===== src/rtl/uvc_pkt_arb.sv =====
// Two-source round-robin packet arbiter feeding a shared TX FIFO.
// Grants are credit-metered per payload packet and guarded by an idle watchdog.
module uvc_pkt_arb #(
  parameter int PAYLOAD_SIZE = 1024,
  parameter int TIMEOUT      = 4096
) (
  input  logic       CLK_I,
  input  logic       RST_I,
  input  logic       FIFO_AFULL_I,
  input  logic       S0_VS_I,
  input  logic       S1_VS_I,
  input  logic [7:0] S0_DATA_I,
  input  logic [7:0] S1_DATA_I,
  input  logic       S0_DVAL_I,
  input  logic       S1_DVAL_I,
  output logic       S0_AFULL_O,
  output logic       S1_AFULL_O,
  output logic [7:0] DATA_O,
  output logic       DVAL_O,
  output logic [1:0] GNT_O,
  output logic       PKT_DONE_O,
  output logic       ERR_O
);

  localparam logic [15:0] PKT_LEN = 16'(PAYLOAD_SIZE);
  localparam logic [15:0] WD_LIM  = 16'(TIMEOUT);

  typedef enum logic [1:0] {
    ST_IDLE,
    ST_GRANT,
    ST_DRAIN,
    ST_GAP
  } state_t;

  state_t      state;
  state_t      state_nxt;
  logic        gnt_src;
  logic        gnt_src_nxt;
  logic        last;
  logic [15:0] credit;
  logic [15:0] acc;
  logic [15:0] wdog;
  logic        post_rst;
  logic [7:0]  data_q;
  logic        dval_q;
  logic        err_q;

  // View of the currently granted source and of the one left waiting.
  logic       g_vs;
  logic       g_dval;
  logic       o_dval;
  logic [7:0] g_data;

  logic active;
  logic credit_ok;
  logic accept;
  logic silent;
  logic wdog_fire;
  logic pkt_full;
  logic stray;
  logic overrun;
  logic start_grant;

  assign g_vs   = gnt_src ? S1_VS_I   : S0_VS_I;
  assign g_dval = gnt_src ? S1_DVAL_I : S0_DVAL_I;
  assign o_dval = gnt_src ? S0_DVAL_I : S1_DVAL_I;
  assign g_data = gnt_src ? S1_DATA_I : S0_DATA_I;

  assign active    = (state == ST_GRANT) || (state == ST_DRAIN);
  assign credit_ok = (state == ST_GRANT) && !FIFO_AFULL_I && (credit < PKT_LEN);
  assign accept    = active && g_dval;
  assign silent    = (state == ST_GRANT) && !g_dval && !FIFO_AFULL_I;
  assign wdog_fire = silent && (wdog == WD_LIM - 16'd1);
  assign pkt_full  = credit_ok && (credit == PKT_LEN - 16'd1);

  // Outside a grant any byte is stray, except the one a source may still
  // push in the cycle right after reset.
  assign stray   = active ? o_dval : ((S0_DVAL_I || S1_DVAL_I) && !post_rst);
  assign overrun = accept && (acc >= credit);

  assign start_grant = (state == ST_IDLE) && (state_nxt == ST_GRANT);

  // NOTE: every variable written here gets a default first, so no path
  // leaves it unassigned and no latch is inferred.
  always_comb begin
    state_nxt   = state;
    gnt_src_nxt = gnt_src;
    case (state)
      ST_IDLE: begin
        if (S0_VS_I || S1_VS_I) begin
          state_nxt   = ST_GRANT;
          gnt_src_nxt = (S0_VS_I && S1_VS_I) ? ~last : S1_VS_I;
        end
      end
      ST_GRANT: begin
        if (!g_vs || pkt_full || wdog_fire) begin
          state_nxt = ST_DRAIN;
        end
      end
      ST_DRAIN: state_nxt = ST_GAP;
      ST_GAP:   state_nxt = ST_IDLE;
      default:  state_nxt = ST_IDLE;
    endcase
  end

  // NOTE: sequential state uses non-blocking assignments so every register
  // samples the pre-edge values, independent of statement order.
  always_ff @(posedge CLK_I) begin
    if (RST_I) begin
      state    <= ST_IDLE;
      gnt_src  <= 1'b0;
      last     <= 1'b1;
      credit   <= 16'd0;
      acc      <= 16'd0;
      wdog     <= 16'd0;
      post_rst <= 1'b1;
      data_q   <= 8'h00;
      dval_q   <= 1'b0;
      err_q    <= 1'b0;
    end else begin
      state    <= state_nxt;
      gnt_src  <= gnt_src_nxt;
      post_rst <= 1'b0;

      if (start_grant) begin
        credit <= 16'd0;
        acc    <= 16'd0;
        wdog   <= 16'd0;
      end else begin
        if (credit_ok) begin
          credit <= credit + 16'd1;
        end
        if (accept && (acc != 16'hFFFF)) begin
          acc <= acc + 16'd1;
        end
        if (state == ST_GRANT) begin
          wdog <= silent ? wdog + 16'd1 : 16'd0;
        end
      end

      if (state == ST_GAP) begin
        last <= gnt_src;
      end

      dval_q <= accept;
      if (accept) begin
        data_q <= g_data;
      end

      if (stray || overrun || wdog_fire) begin
        err_q <= 1'b1;
      end
    end
  end

  assign S0_AFULL_O = !(credit_ok && !gnt_src);
  assign S1_AFULL_O = !(credit_ok &&  gnt_src);
  assign DATA_O     = data_q;
  assign DVAL_O     = dval_q;
  assign GNT_O      = active ? (gnt_src ? 2'b10 : 2'b01) : 2'b00;
  assign PKT_DONE_O = (state == ST_GAP);
  assign ERR_O      = err_q;

endmodule


===== config.mk =====
export PLATFORM = sky130hd
export DESIGN_NAME = uvc_pkt_arb
export DESIGN_NICKNAME = d
export VERILOG_FILES = /design/src/rtl/uvc_pkt_arb.sv
export SDC_FILE = /design/constraint.sdc
export NUM_CORES = 1
export LEC_CHECK = 0
export ABC_AREA = 1
export ABC_CLOCK_PERIOD_IN_PS = 2600
export CORE_MARGIN = 2
export CORE_UTILIZATION = 38
export CTS_BUF_LIST = sky130_fd_sc_hd__clkbuf_4 sky130_fd_sc_hd__clkbuf_8 sky130_fd_sc_hd__clkbuf_16
export DETAILED_ROUTE_END_ITERATION = 7
export SLEW_MARGIN = 20
export SYNTH_ARGS = -nofsm -noshare
export SYNTH_HDL_FRONTEND = slang
export SYNTH_SLANG_ARGS = --single-unit

===== constraint.sdc =====
create_clock -name CLK_I -period 2.6 [get_ports CLK_I]
set_clock_uncertainty 0.1 [all_clocks]
set_input_delay 0.39 -clock CLK_I [delete_from_list [all_inputs] [get_ports CLK_I]]
set_output_delay 0.39 -clock CLK_I [all_outputs]
set_load 0.02 [all_outputs]

==> results summary <==
Counting every net in the synthesized netlist gives roughly 570. 0 antenna diodes ended up in the layout. The number of placement rows came out at 35. The startpoint of the lowest-slack hold path is credit[11]. The portion of the post-synthesis area used by sequential elements is 35.4%. The worst reg2reg path endpoint is credit[9]. The number of nets still failing antenna checks after routing came out at 0. STA puts the critical path data required time at roughly 2.1 ns. The clock drives 63 sinks. The utilization after layout is 46.9%. Relative to the synthesized area, the layout overhead comes to 20.5%.

After clock tree synthesis, the flow added hold-fix buffers numbering 0. The post-synthesis instance total came out at slightly above 500. Data arrives at the worst endpoint at 1.95 ns.

The total die area came out at 10200 µm². The y dimension of the die came out at 101 µm. For this block, the via count after detailed routing is 3340. The final clock period utilization by the worst path is 93.9%. After detailed routing, the average wire length per cell comes to roughly 12 µm.

For this design the top-level I/O count stands at 38. The count of input and output buffers is 37. The leading cell type in the layout, fill and taps excluded is nand2_1. The library cells used most frequently in the layout, excluding fill and tap cells, are nand2_1 (140), inv_1 (68), dfxtp_1 (63). STA classifies the critical path startpoint as a flip-flop.

The starting density of the core is about two fifths. The run finished with clean final reports. Across every metal layer, demand over resource in global routing totals 16.8%. The count of flip-flops with a built-in enable after synthesis is 0. The startpoint of the lowest-slack register-to-register path is state[1].

The peak supply drop is between 0.3 and 0.4 mV. The leakage power total is 1.83 nW. The fraction of registers with async set or reset after synthesis came out at 0%. Timing would allow up to 410 MHz. Max-cap violations in this run came to 0.

The total setup buffers inserted after CTS is 0. After synthesis, the mean cell area works out to 6.87 µm². The number of distinct standard cells referenced by the synthesized netlist came out at 37. The worst setup path is captured at a primary output. The slew at the pin with the worst max-slew slack is 0.474 ns. The count of final hold-check violations is 0. The power per standard cell area came out at 645 nW/µm².

The maximum fanout along the worst path came out at 5. The clock reaches the later pin of the worst-skew pair after 0.35 ns. The largest net degree at the start of global routing came out at 24.

CTS placed an instance of clkbuf_8 at the clock tree root. The total number of nets in the final design is 605. The warning count from the yosys run came out at 0. Setup repair after global routing left no endpoint under its margin.

The total CTS buffers came out at 9. The flip-flop and latch count after synthesis came out at 63. The count of TritonRoute iterations in the first routing pass came out at 4. In this run the cell area of the synthesized design comes to 3570 µm². The wire length of the first global-routing pass is 13.8 mm. The average via count per standard cell is 4.95. In this run, post-CTS repair resized a total of 3 instances. The cell count of the worst reg-to-reg path came out at 11. The die boundary width is 101 µm. The routed wire length is approximately 8 mm. The total of fill cells in the finished design is between 900 and 1000. The via count of the first global-routing pass is 3133. The final setup violation count came out at 0. The maximum count of clock buffers along a single path is 2. The final-report max-slew violation count was 0. The path class of the tightest hold or removal check is flip-flop to flip-flop.

After global routing the overflow that remains totals 0. The register-to-register setup slack is 0.39 ns. The proportion of layout cells with a drive suffix above 1 is under 10%.

The clock input transition at the sequential cells of the worst setup and hold paths came out at roughly 0.08 ns. The most used flip-flop cell after synthesis is dfxtp_1. The number of design-rule violations left by the first detailed-router iteration is 196. Summed over all failing endpoints, the final setup total negative slack is 0 ns. The number of antenna violations at the first check in global routing is 0. The final design instance area without fill came out at 4300 µm². The H-tree generated during clock tree synthesis spans 3 levels.

The post-DP HPWL came out at 6.02 mm. For the finished layout, the period the worst path requires is roughly 2.4 ns. In the routed design, unresolved DRC markers number 0.

TritonCTS built the clock tree. The total core area is 9150 µm². The setup path with the least slack is of type flip-flop to primary output. The cell area reported after detailed placement came out at 4040 µm². The path with the worst hold slack has its endpoint at credit[11]. The hold-critical path depth is 2. The worst pin sits at a relative slew slack of 68.2%. The global placement routability congestion came out at 0.795.
worst max path at each step:
stage                      end  slack [ns]      from  depth (start not counted)
floorplan           S0_AFULL_O        0.84  state[1]                          8
global placement    S0_AFULL_O        0.27  state[1]                          8
detailed placement  S0_AFULL_O        0.21  state[1]                          8
CTS                   GNT_O[0]        0.08  state[1]                          5
global route        S1_AFULL_O        0.03  state[1]                          8
finish                GNT_O[1]        0.16  state[1]                          5
worst max-delay path: stages (launching register included):
cell and delay, ns:
dfxtp_1 0.41, inv_1 0.09, ha_1 0.37, nand2_1 0.09, inv_1 0.06, clkdlybuf4s50_1 0.59
Yosys cell counts (3+ instances only):
cell type,count,area share [%]
nand2_1,140,15
inv_1,68,7.2
dfxtp_1,63,35
nor2_1,40,4.2
a21oi_1,37,5.2
nand3_1,31,4.4
o21ai_0,29,4.1
ha_1,23,8.1
nor3_1,11,1.5
a31oi_1,10,1.8
xor2_1,9,2.2
inv_2,6,0.63
buf_2,5,0.70
clkbuf_1,5,0.53
nor4_1,5,0.88
nand4_1,4,0.70
o211ai_1,4,0.84
nand3b_1,3,0.63
xnor2_1,3,0.74
per-layer routing:
metal | vias to the layer above | wire length [µm] | share of wire, % | track usage [%]
met3 | 10 | 412 | 5.1 | 3.05
li1 | 1773 | - | - | -
met5 | - | 0 | 0 | 0
met1 | 1477 | 3880 | 48 | 22.1
met2 | 80 | 3640 | 45 | 27.2
met4 | 0 | 138 | 1.7 | 6.64
kinds of logic after synthesis:
group           count (synthesis)  share of synthesized area, %
flops                          63                          35.4
simple gates                  244                          29.6
xor+xnor                       12                          2.95
compound gates                 90                          14.2
fa+ha+maj                      23                          8.07
buf+inv                        87                          9.75
metrics by stage:
stage	hold slack [ns]	cells	power [mW]	setup WS (ns)
final	0.338	675	2.77	0.159
after global routing	0.371	675	2.91	0.0289
after CTS	0.339	675	2.79	0.0839
after detailed placement	0.328	659	1.72	0.211
after global placement	0.324	659	1.72	0.266
after floorplan	0.313	519	1.49	0.844
cell type report:
type | instances | area (µm²) | area share (%)
Clock buffer | 11 | 145 | 3.38
Clock inverter | 5 | 105 | 2.45
Inverter | 74 | 278 | 6.47
Multi-Input combinational cell | 369 | 1960 | 45.6
Sequential cell | 63 | 1260 | 29.4
Tap cell | 111 | 139 | 3.23
Timing Repair Buffer | 42 | 408 | 9.50
report_power, final:
group | switching, mW | internal, mW | total (mW)
logic | 0.394 | 0.238 | 0.632
clock network | 0.401 | 0.674 | 1.08
registers | 0.0410 | 1.02 | 1.06
total | 0.836 | 1.93 | 2.77
flip-flops by register name (all words and copies together), names as in the netlist:
signal	cells
acc	16
credit	16
wdog	16
DATA_O	8
state	2
DVAL_O	1
ERR_O	1
gnt_src	1
last	1
post_rst	1
(Power assumes the default switching activity.)
